`src/rtl/cdb_arbiter_pkg.sv`:
```
// cdb_arbiter_pkg: shared CDB packet type, default sizes and width helpers
package cdb_arbiter_pkg;

    localparam int NUM_REQ_DEF = 4;
    localparam int NUM_CDB_DEF = 2;
    localparam int ROB_IDX_DEF = 5;
    localparam int PRF_IDX_DEF = 6;
    localparam int ARCH_IDX    = 5;
    localparam int DATA_W      = 32;

    typedef struct packed {
        logic [ROB_IDX_DEF-1:0] rob_id;
        logic [PRF_IDX_DEF-1:0] rd_phy;
        logic [ARCH_IDX-1:0]    rd_arch;
        logic [DATA_W-1:0]      rd_value;
    } cdb_pkt_t;

    function automatic int idx_w(input int n);
        return n > 1 ? $clog2(n) : 1;
    endfunction

    function automatic int pkt_w(input int rob, input int prf);
        return rob + prf + ARCH_IDX + DATA_W;
    endfunction

endpackage

```
`src/rtl/cdb_arbiter_rr_multi_grant.sv`:
```
// rr_multi_grant: combinational round-robin picker granting up to M of N requesters
module rr_multi_grant #(
    parameter int N  = 4,
    parameter int M  = 2,
    parameter int IW = 2
) (
    input  logic [N-1:0]         valid,
    input  logic [IW-1:0]        ptr,
    output logic [N-1:0]         grant,
    output logic [M-1:0]         port_vld,
    output logic [M-1:0][IW-1:0] port_idx,
    output logic [IW-1:0]        last_idx
);

    int          cnt;
    int          s;
    logic [IW-1:0] j;

    // Walk requesters from ptr upward with wrap; the k-th hit lands on port k
    always_comb begin
        grant    = '0;
        port_vld = '0;
        port_idx = '0;
        last_idx = ptr;
        cnt      = 0;
        s        = 0;
        j        = '0;
        for (int i = 0; i < N; i++) begin
            s = int'(ptr) + i;
            j = IW'(s >= N ? s - N : s);
            if (valid[j] && cnt < M) begin
                grant[j] = 1'b1;
                for (int k = 0; k < M; k++) begin
                    if (cnt == k) begin
                        port_vld[k] = 1'b1;
                        port_idx[k] = j;
                    end
                end
                last_idx = j;
                cnt      = cnt + 1;
            end
        end
    end

endmodule

```
`src/rtl/cdb_arbiter.sv`:
```
// cdb_arbiter: multi-port round-robin writeback arbiter driving registered CDB ports
module cdb_arbiter
    import cdb_arbiter_pkg::*;
#(
    parameter int NUM_REQ = NUM_REQ_DEF,
    parameter int NUM_CDB = NUM_CDB_DEF,
    parameter int ROB_IDX = ROB_IDX_DEF,
    parameter int PRF_IDX = PRF_IDX_DEF
) (
    input  logic                                                  clk,
    input  logic                                                  rst,
    input  logic                                                  flush,
    input  logic [NUM_REQ-1:0]                                    req_valid,
    output logic [NUM_REQ-1:0]                                    req_ready,
    input  logic [NUM_REQ-1:0][pkt_w(ROB_IDX, PRF_IDX)-1:0]       req_pkt,
    output logic [NUM_CDB-1:0]                                    cdb_valid,
    output logic [NUM_CDB-1:0][pkt_w(ROB_IDX, PRF_IDX)-1:0]       cdb_pkt,
    output logic [31:0]                                           conflict_cnt
);

    localparam int IW = idx_w(NUM_REQ);

    logic [IW-1:0]              rr_ptr;
    logic [NUM_REQ-1:0]         grant;
    logic [NUM_CDB-1:0]         port_vld;
    logic [NUM_CDB-1:0][IW-1:0] port_idx;
    logic [IW-1:0]              last_idx;
    logic                       conflict;

    rr_multi_grant #(
        .N  (NUM_REQ),
        .M  (NUM_CDB),
        .IW (IW)
    ) u_pick (
        .valid    (req_valid),
        .ptr      (rr_ptr),
        .grant    (grant),
        .port_vld (port_vld),
        .port_idx (port_idx),
        .last_idx (last_idx)
    );

    assign req_ready = (rst && !flush) ? grant : '0;
    assign conflict  = !flush && ($countones(req_valid) > NUM_CDB);

    // Register granted payloads onto CDB ports, advance the pointer, count oversubscription
    always_ff @(posedge clk or negedge rst) begin
        if (!rst) begin
            cdb_valid    <= '0;
            cdb_pkt      <= '0;
            rr_ptr       <= '0;
            conflict_cnt <= '0;
        end else begin
            cdb_valid <= flush ? '0 : port_vld;
            for (int k = 0; k < NUM_CDB; k++)
                if (port_vld[k]) cdb_pkt[k] <= req_pkt[port_idx[k]];
            if (!flush && |grant)
                rr_ptr <= last_idx == IW'(NUM_REQ - 1) ? '0 : last_idx + IW'(1);
            if (conflict && conflict_cnt != '1)
                conflict_cnt <= conflict_cnt + 32'd1;
        end
    end

endmodule
```
`config.mk`:
```
export PLATFORM = sky130hd
export DESIGN_NAME = cdb_arbiter
export DESIGN_NICKNAME = d
export VERILOG_FILES = /design/src/rtl/cdb_arbiter_pkg.sv /design/src/rtl/cdb_arbiter_rr_multi_grant.sv /design/src/rtl/cdb_arbiter.sv
export SDC_FILE = /design/constraint.sdc
export NUM_CORES = 1
export LEC_CHECK = 0
export ABC_AREA = 1
export BUFFER_PORTS_ARGS = -buffer_cell sky130_fd_sc_hd__buf_2
export CAP_MARGIN = 5
export CORE_UTILIZATION = 51
export CTS_BUF_LIST = sky130_fd_sc_hd__clkbuf_4 sky130_fd_sc_hd__clkbuf_8 sky130_fd_sc_hd__clkbuf_16
export DETAILED_ROUTE_END_ITERATION = 8
export GPL_ROUTABILITY_DRIVEN = 0
export PLACE_DENSITY_LB_ADDON = 0.2
export RECOVER_POWER = 25
export SLEW_MARGIN = 20
export SYNTH_ARGS = -nofsm -noshare
export SYNTH_HDL_FRONTEND = slang
export SYNTH_HIERARCHICAL = 1
export SYNTH_SLANG_ARGS = --single-unit
```
`constraint.sdc`:
```
create_clock -name clk -period 3.8 [get_ports clk]
set_input_delay 0.38 -clock clk [delete_from_list [all_inputs] [get_ports clk]]
set_output_delay 0.38 -clock clk [all_outputs]
set_load 0.01 [all_outputs]
```
# After elaboration in Yosys (flattened, before gate mapping)
# Index checks and enable logic that the tools add are counted.
# totals
rom_bits	0
ram_bits	0
register_bits	132
latchBits	0
mem_count	0
# classes
mul	0
n_shift	0
div_mod_pow	0
addsub	14
bitwise_logic	3
reduce_logical	16
n_eq_ne	5
order_cmp	18
muxes	58
# op_table
op	count
$bmux W48 S2	2
$logic_not A32 Y1	3
$mux W48	2
$eq A32 B2 Y1 const B	2
$lt A32 B3 Y1 const B	2
$mux W32	2
$mux W2	20
$add A32 B1 Y32 const B	1
$add A32 B2 Y32 const B	1
$mux W4	8
$ne A32 B32 Y1 const B	1
$lt A2 B3 Y1 const B	6
$mux W1	16
$or A4 B4 Y4	3
$logic_and A1 B1 Y1	11
$ge A3 B3 Y1 const B	3
$bmux W1 S2	4
$demux W1 S2	4
$ge A2 B1 Y1 const B	4
$sub A2 B1 Y2 const B	4
$add A2 B2 Y3 const B	2
$add A1 B1 Y2	2
$reduce_or A4 Y1	1
$add A2 B1 Y3 const B	1
9 further kinds	9

# Logic depth before layout (Yosys ltp)
# Gate-level depths: netlist of the first run.
# logic_depth
word_depth	16
ltp_mapped	22
depth_no_buf	19

# Hierarchy
# Netlist of the first run, hierarchy kept.
# modules_own_cells
mod	cells_each	area_each_um2	seq_area_each_um2	n_inst
cdb_arbiter	1230	8570.7	3303.2	1
rr_multi_grant	127	815.8	0.0	1

# Worst setup path before layout of the first run
# OpenSTA, ideal clock, no wires.
# synth_timing
path_type	reg2reg
startpoint	register rr_ptr[0]
endpoint	register cdb_pkt[33] in the netlist's numbering
n_path_buf	3
path_stages_with_launch	20
slack_ns	0.658
required_ns	3.665
period_less_slack_ns	3.142
arrival_ns	3.008
cell_sequence	dfrtp_1 buf_6 inv_6 ha_1 inv_1 nand2_1 nand2_4 clkinv_4 ha_1 nand4_1 nand2_2 nand3_2 nand2_1 nand2_1 inv_1 clkbuf_1 clkbuf_1 nand2_1 o211ai_1 a31oi_1
# synth_lines
element	line	source
start, declared	cdb_arbiter.sv:23	logic [IW-1:0] rr_ptr;
start signal, assigned	cdb_arbiter.sv:58	rr_ptr <= last_idx == IW'(NUM_REQ - 1) ? '0 : last_idx + IW'(1);
end signal, assigned by index	cdb_arbiter.sv:56	if (port_vld[k]) cdb_pkt[k] <= req_pkt[port_idx[k]];
end, declared	cdb_arbiter.sv:17	output logic [NUM_CDB-1:0][pkt_w(ROB_IDX, PRF_IDX)-1:0] cdb_pkt,

# Final worst setup path of the first run
# layout_timing
startpoint	register rr_ptr[1]
endpoint	output port req_ready[0]
# layout_via
elab_chain_len	15
elab_cells_between_ends	62
cone_classes	9 x add/sub; 15 x order compare; 28 x mux; 3 x bitwise; 7 x reduce/logical
# layout_rtl
element	line	source
$ge A2 B3 Y1 or $sub A2 B1 Y2 (tied branches)	cdb_arbiter_rr_multi_grant.sv:30	j = IW'(s >= N ? s - N : s);
$mux W2	cdb_arbiter_rr_multi_grant.sv:30	
$bmux W1 S2	cdb_arbiter_rr_multi_grant.sv:31	if (valid[j] && cnt < M) begin
$mux W1 (not written as such)	cdb_arbiter_rr_multi_grant.sv:31	
$mux W1	cdb_arbiter_rr_multi_grant.sv:31	
$lt A1 B2 Y1	cdb_arbiter_rr_multi_grant.sv:31	
$logic_and A1 B1 Y1	cdb_arbiter_rr_multi_grant.sv:31	
$mux W32	cdb_arbiter_rr_multi_grant.sv:31	
$lt A32 B3 Y1	cdb_arbiter_rr_multi_grant.sv:31	
$logic_and A1 B1 Y1	cdb_arbiter_rr_multi_grant.sv:31	
$mux W32	cdb_arbiter_rr_multi_grant.sv:31	
$lt A32 B3 Y1	cdb_arbiter_rr_multi_grant.sv:31	
$logic_and A1 B1 Y1	cdb_arbiter_rr_multi_grant.sv:31	
$mux W4 (*)	cdb_arbiter_rr_multi_grant.sv:31	
via grant[0]	cdb_arbiter.sv:24	logic [NUM_REQ-1:0] grant;
$mux W4 (*)	cdb_arbiter.sv:43	assign req_ready = (rst && !flush) ? grant : '0;
end, declared	cdb_arbiter.sv:14	output logic [NUM_REQ-1:0] req_ready,
# The timed path passes the listed nets; every way through them passes the cells marked *. The select of a mux whose other input is x is not followed.

==> results of run 1 <==
==> final timing paths <==
check,start,endpoint,slack (ps)
max in group asynchronous,rst,cdb_pkt[48],2510
worst min register to register,cdb_pkt[89],cdb_pkt[89],540
worst max-delay path,rr_ptr[1],req_ready[0],200
worst min-delay path,rst,cdb_valid[1],-20
worst max register to register,rr_ptr[1],cdb_pkt[13],230
min in group clk,flush,cdb_valid[1],180
==> critical path, cell delays in order (launching register included) <==
cell and delay, ps:
dfrtp_1 550, inv_2 150, ha_1 400, inv_1 120, nand2_1 140, nand2_4 120
ha_1 210, inv_1 160, nand4_2 150, nand2_4 160, nand2_8 100, o21ai_1 210
inv_1 70, nor2_1 100, buf_2 140
==> stage by stage <==
step / setup slack (ps) / hold slack (ps) / std cells
floorplan: 658 / 84.4 / 1357
global placement: 480 / 465 / 1846
detailed placement: 350 / 466 / 1846
CTS: 223 / 18.1 / 1877
global route: 3.13 / 37.1 / 1880
finish: 196 / -16.8 / 1880
==> placed cells by master (no fill, tap or decap), types with 7 or more instances in the layout <==
master and instances:
nand2_1 311, buf_2 309, nor2_1 152, inv_1 140, dfrtp_1 132, o21ai_0 101
a21oi_1 100, o211ai_1 96, a31oi_1 96, nand3_1 30, clkbuf_1 22, clkbuf_16 17
ha_1 16, buf_12 15, nand2_2 11, nand2_4 11, nand3b_1 8, xnor2_1 8
o21ai_1 7
==> sequential cells by signal (all words and copies together), names as in the netlist <==
signal        cells
rr_ptr            2
cdb_valid         2
conflict_cnt     32
cdb_pkt          96
==> routing by layer <==
layer	vias to the layer above	routed length, um
met5	-	0
met4	0	986
met3	77	2080
met2	444	14400
met1	4837	12900
li1	5122	-
==> cells by family after synthesis <==
kind of cell,count (synthesis)
AOI/OAI and AO/OA,404
xor gates and xnor gates,12
adders and majority gates,17
buffers and inverters,241
DFF,132
muxes,1
and+or+nand+nor,550
==> layout make-up <==
class	instances	area, sq um	share of cell area
Clock buffer	20	467	0.0390
Antenna cell	3	7.51	0.000627
Clock inverter	11	198	0.0165
Inverter	149	584	0.0488
Sequential cell	132	3300	0.276
Tap cell	229	287	0.0239
Multi-Input combinational cell	984	5140	0.430
Timing Repair Buffer	352	1980	0.165
==> flow_summary.toml, run 1 <==
[global_route]
grt_pass1_vias = 9425
grt_usage = 0.321
grt_util_met2 = 0.511
antenna_found_initial = 3
grt_busiest_layer = "met2"
grt_util_met3 = 0.0732
globalRouteMet1Util = 0.410
grt-ovfl-total = 0
grt_pass1_wl_um = 47300
grt_max_degree = 80

[clocking]
cts_resized = 0
root_buffer = "clkbuf_16"
cts_setup_buffers = 0
clk_pin_slew_worst_paths_ps = 60
clk_path_buf_depth = 2
cts_tree = "done"
clock-sinks = 132
ctsHoldBuffers = 0
clock_latency_ps = 420
cts_buffers = 17
h-tree-depth = 4

[sta]
tightestPinTransition_ps = 769
max_freq_mhz = 277
finalCriticalPeriod_ps = 3600
rsz0062_at_grt = "false"
hold_viol = 12
skew_ps = 10.8
timing.setup.tns_ps = 0
relSlewSlack = 0.487
whs_ps = -16.8
post-route-period-util = 0.948
slew_violations = 0
setup_violations = 0

[drt]
vias = 10480
drtIter0Drc = 670
antenna_left = 0
drcViolationCount = 0
drt-wirelength-per-cell_um = 16.2
routed_via_density = 5.57
wirelength_um = 30400
first_pass_iters = 7

[synthesis]
synth_edf_count = 0
synth_cells = 1357
yosys-top-cells-count = "nand2_1, nor2_1, inv_1"
syn_avg_cell_area_sq_um = 6.92
synth.area.top_cells = "dfrtp_1, nand2_1, o211ai_1, a31oi_1, nor2_1"
synth_top_area_share = 0.352
syn-num-nets = 1573
synth.most_common_cell = "nand2_1"
synth_compound_area_frac = 0.255
synth_area_leader_cell = "dfrtp_1"
synth_xor_area_frac = 0.0112
synth_simple_gate_area_frac = 0.252
synth_ff_type = "dfrtp_1"
async_reset_ff_frac = 1.00
synth_cell_types = 41
seq_area_frac_synth = 0.352
synth_mux_area_frac = 0.00120
synth_top_family_by_area = "compound AO/OA/AOI/OAI gates"
synth_fa_ha_area_frac = 0.0235
synth-seq-cells = 132
synth_warnings = 6
synthesis.area_sq_um = 9390

[worst_setup_path]
critical_path.max_fanout = 11
r2r_cells = 17
end_kind = "output pin"
crit_type = "reg2out"
crit_arrival_ps = 3220
required_ps = 3420
start_kind = "flop"

[cells_and_area]
layout-drive-gt1-share = 0.251
fillers = 1585
final_util = 0.664
final_area_sq_um = 12000
area_growth_pct = 27.5
fin_nets = 1852

[placement]
numPortBuffers = 332
dp_hpwl_um = 22100
placed_area_sq_um = 11300

[run]
maxCapViolCount = 0

[outcome]
status = "complete, but fails checks"
violations = "hold timing"

[die]
io_pins = 333
die_area_sq_um = 19000
chipWidth_um = 138
initial_utilization = 0.521
core_sq_um = 18000
die_y_um = 138
rows = 49

[hold_path]
hold_path_class = "in2async"
Power of run 1 is left out: the tool's default activity adds up to more than one toggle a clock period on the data nets, which glitch-free logic cannot reach.
==> run 2, diff against run 1 <==
--- a/config.mk
+++ b/config.mk
@@ -8,7 +8,7 @@
 export ABC_AREA = 1
 export BUFFER_PORTS_ARGS = -buffer_cell sky130_fd_sc_hd__buf_2
 export CAP_MARGIN = 5
-export CORE_UTILIZATION = 51
+export CORE_UTILIZATION = 46
 export CTS_BUF_LIST = sky130_fd_sc_hd__clkbuf_4 sky130_fd_sc_hd__clkbuf_8 sky130_fd_sc_hd__clkbuf_16
 export DETAILED_ROUTE_END_ITERATION = 8
 export GPL_ROUTABILITY_DRIVEN = 0
==> constraint.sdc (replaced) <==
create_clock -name clk -period 3.2 [get_ports clk]
set_input_delay 0.32 -clock clk [delete_from_list [all_inputs] [get_ports clk]]
set_output_delay 0.32 -clock clk [all_outputs]
set_load 0.01 [all_outputs]
==> flow_summary.toml, run 2 (same netlist as run 1, synthesis figures left out) <==
[cells_and_area]
fillers = 1809
layout_commonest_cell = "buf_2"
layout-drive-gt1-share = 0.275
largest_reg_flops = 96
area_growth_pct = 30.2
mostFrequentLayoutCells = "buf_2, nand2_1, nor2_1"
largestRegisters = "cdb_pkt (96), conflict_cnt (32)"
regMostFlops = "cdb_pkt"
fin_nets = 1866

[worst_setup_path]
slowest_stage = "dfrtp_2"
path_buf_inv = 6
critical_path.max_fanout = 11
required_ps = 2880
cpPeakStageDelay_ps = 410
crit_type = "reg2out"
start_kind = "flop"
end_kind = "output pin"
crit_family = "simple AND/OR/NAND/NOR gates"
cp_cell_sequence = "inv_6 > ha_2 > inv_1 > nand2_1 > nand2_4 > ha_1 > inv_2 > nand4_2 > nand2_4 > nand2_8 > clkinv_8 > nand2_1 > nand3_1 > inv_1 > nor2_1 > buf_2"
crit_arrival_ps = 2710

[die]
initial_utilization = 0.476
die_area_sq_um = 21000
rows = 51
core_sq_um = 19700
die_y_um = 145
io_pins = 333
chipWidth_um = 145

[clocking]
root_buffer = "clkbuf_16"
cts_buffers = 17
clock-sinks = 132
cts_tree = "done"
clock_latency_ps = 420
clk_path_buf_depth = 2
ctsHoldBuffers = 0
clk_pin_slew_worst_paths_ps = 60
h-tree-depth = 4

[global_route]
grt_pass1_wl_um = 47500
grt-ovfl-total = 0
grt_pass1_vias = 9430
grt_max_degree = 133
antenna_found_initial = 7
grt_usage = 0.290

[drt]
drt-wirelength-per-cell_um = 15.8
wirelength_um = 30600
drtIter0Drc = 658
first_pass_iters = 5
drcViolationCount = 0
antenna_left = 0
vias = 10342
routed_via_density = 5.34

[sta]
finalCriticalPeriod_ps = 3030
hold_viol = 0
relSlewSlack = -0.302
post-route-period-util = 0.947
skew_ps = 10.4
slew_violations = 133
tightestPinTransition_ps = 1950
timing.setup.tns_ps = 0
setup_violations = 0
max_freq_mhz = 330

[placement]
numPortBuffers = 332
dp_hpwl_um = 21900

[outcome]
violations = "capacitance limit, slew limit"
status = "complete, but fails checks"

[run]
maxCapViolCount = 1

[hold_path]
hold_path_class = "in2reg"
## run 2: changes by cell type in the layout (fill, tap and decap cells not counted), moves of 3 or more
cell / before / now
buf_2: 309 / 331
buf_4: 5 / 14
buf_12: 15 / 11
clkbuf_1: 22 / 1
inv_6: 3 / 6
buf_16: 0 / 3
diode_2: 3 / 7
## run 2: area by class of cell
cell class / instances / area, sq um / share of cell area
Multi-Input combinational cell: 984 / 5180 / 0.424
Timing Repair Buffer: 365 / 2150 / 0.176
Antenna cell: 7 / 17.5 / 0.00143
Sequential cell: 132 / 3300 / 0.270
Clock inverter: 13 / 193 / 0.0158
Tap cell: 265 / 332 / 0.0271
Clock buffer: 19 / 453 / 0.0371
Inverter: 149 / 589 / 0.0482
Timing Repair inverter: 1 / 5.00 / 0.000410
## run 2: through the flow
stage          setup slack [ps]  hold slack, ps   util  cell area [sq um]  std cells
3_3_place_gp                263             509  0.578              11400       1887
6_report                    169             131  0.620              12200       1935
2_1_floorplan              57.5            24.4      -               9390       1357
3_5_place_dp                159             490  0.578              11400       1887
4_1_cts                    11.3            44.9  0.611              12000       1919
5_1_grt                   -19.2             115  0.620              12200       1934
## run 2: path summary, 6_finish.rpt
check	startpoint	slack (ps)	cells past startpoint	to
worst min-delay path	flush	130	2	cdb_valid[1]
max in group asynchronous	rst	1390	2	conflict_cnt[20]
min in group asynchronous	rst	480	2	cdb_valid[1]
worst max-delay path	rr_ptr[0]	170	16	req_ready[3]
worst max register to register	rr_ptr[0]	220	19	cdb_pkt[34]
worst min register to register	cdb_pkt[75]	540	2	cdb_pkt[75]
## run 2: per-layer routing
metal	routed length, um	track usage	vias to the layer above
li1	-	-	5147
met1	12900	0.363	4768
met2	14700	0.482	377
met4	754	0.111	0
met5	0	0	-
met3	2250	0.0675	50
## run 2: timing repair
| action | 4_1_cts | 5_1_grt |
|---|---|---|
| setup buffers | 0 | 6 |
| gates resized for setup | 0 | 18 |
| setup endpoints to repair | 0 | 74 |
Power of run 2 is left out for the same reason.
==> run 3, diff against run 2 <==
--- a/config.mk
+++ b/config.mk
@@ -13,7 +13,7 @@
 export DETAILED_ROUTE_END_ITERATION = 8
 export GPL_ROUTABILITY_DRIVEN = 0
 export PLACE_DENSITY_LB_ADDON = 0.2
-export RECOVER_POWER = 25
+export SKIP_CTS_REPAIR_TIMING = 1
 export SLEW_MARGIN = 20
 export SYNTH_ARGS = -nofsm -noshare
 export SYNTH_HDL_FRONTEND = slang
==> flow_summary.toml, run 3 (same netlist as run 1, synthesis figures left out) <==
[sta]
whs_ps = -69.1
setup_violations = 0
hold_viol = 17
relSlewSlack = 0.441
skew_ps = 10.2
slew_violations = 0
finalCriticalPeriod_ps = 3030
max_freq_mhz = 330
post-route-period-util = 0.948
tightestPinTransition_ps = 839

[global_route]
grt_max_degree = 133
grt_usage = 0.290
grt_pass1_vias = 9430
grt-ovfl-total = 0
grt_pass1_wl_um = 47500
antenna_found_initial = 7

[run]
maxCapViolCount = 0

[drt]
wirelength_um = 30600
routed_via_density = 5.36
antenna_left = 0
drt-wirelength-per-cell_um = 15.8
drcViolationCount = 0
drtIter0Drc = 658
vias = 10362
first_pass_iters = 5

[die]
initial_utilization = 0.476
core_sq_um = 19700
die_y_um = 145
rows = 51
chipWidth_um = 145
die_area_sq_um = 21000
io_pins = 333

[outcome]
violations = "hold timing"
status = "complete, but fails checks"

[worst_setup_path]
crit_type = "reg2out"
reg2reg_slack_ps = 210
required_ps = 2880
r2r_cells = 19
timing.rr.end = "cdb_pkt[34]"
critical_path.max_fanout = 11
crit_arrival_ps = 2710
start_kind = "flop"
r2r-start = "rr_ptr[0]"
end_kind = "output pin"

[clocking]
cts_tree = "done"
root_buffer = "clkbuf_16"
clock-sinks = 132
clk_pin_slew_worst_paths_ps = 60
cts_buffers = 17
h-tree-depth = 4
clk_path_buf_depth = 2
clock_latency_ps = 420

[cells_and_area]
regArea_sq_um = 3300
regMostFlops = "cdb_pkt"
fin_nets = 1866
fillers = 1806
layout_commonest_cell = "buf_2"
layout-drive-gt1-share = 0.276
largest_reg_flops = 96
largestRegisters = "cdb_pkt (96), conflict_cnt (32)"
area_growth_pct = 30.4
fin_cells = 1935
mostFrequentLayoutCells = "buf_2, nand2_1, nor2_1"
multi_input_area_sq_um = 5180

[placement]
place_inst = 1887
dp_hpwl_um = 21900
numPortBuffers = 332

[hold_path]
hold_path_class = "in2async"
run 3: changes by cell type in the layout (fill, tap and decap cells not counted):
cell	change
clkbuf_4	-1
clkbuf_1	-1
buf_6	+1
buf_12	+1
run 3: routing by layer:
metal / global-route usage / wire length [um]
met5: 0 / 0
met4: 0.111 / 717
met3: 0.0675 / 2300
met2: 0.482 / 14800
met1: 0.363 / 12800
run 3: layout make-up:
class	count	area share
timing repair buffer	365	0.177
timing repair inverter	1	0.000409
multi-input combinational	984	0.423
inverter	149	0.0481
clock buffer	19	0.0370
sequential	132	0.270
clock inverter	13	0.0157
antenna	7	0.00143
tap	265	0.0271
run 3: through the flow:
| stage | TNS, ps | worst slack [ps] | utilization | instance area, sq um |
|---|---|---|---|---|
| 2_1_floorplan | 0 | 57.5 | - | 9390 |
| 3_5_place_dp | 0 | 159 | 0.578 | 11400 |
| 6_report | 0 | 167 | 0.621 | 12200 |
| 5_1_grt | -129 | -19.2 | 0.621 | 12200 |
| 4_1_cts | 0 | 11.3 | 0.611 | 12000 |
| 3_3_place_gp | 0 | 263 | 0.578 | 11400 |
run 3: how the worst max path moves through the flow:
stage              start            to  slack, ps  cells after the start
2_1_floorplan  rr_ptr[0]   cdb_pkt[33]         60                     19
6_report       rr_ptr[0]  req_ready[3]        170                     16
3_5_place_dp   rr_ptr[0]   cdb_pkt[43]        160                     14
3_3_place_gp   rr_ptr[0]   cdb_pkt[43]        260                     14
4_1_cts        rr_ptr[0]  req_ready[0]         10                     14
5_1_grt        rr_ptr[0]   cdb_pkt[15]        -20                     18
run 3: critical path: stages (launching register included):
cell      delay, ps
dfrtp_2         410
inv_6            30
ha_2            360
inv_1            70
nand2_1         120
nand2_4         120
ha_1            230
inv_2           120
nand4_2         130
nand2_4         130
nand2_8          90
clkinv_8         70
nand2_1          50
nand3_1          70
inv_1            50
nor2_1          100
buf_2           130
Power of run 3 is left out for the same reason.
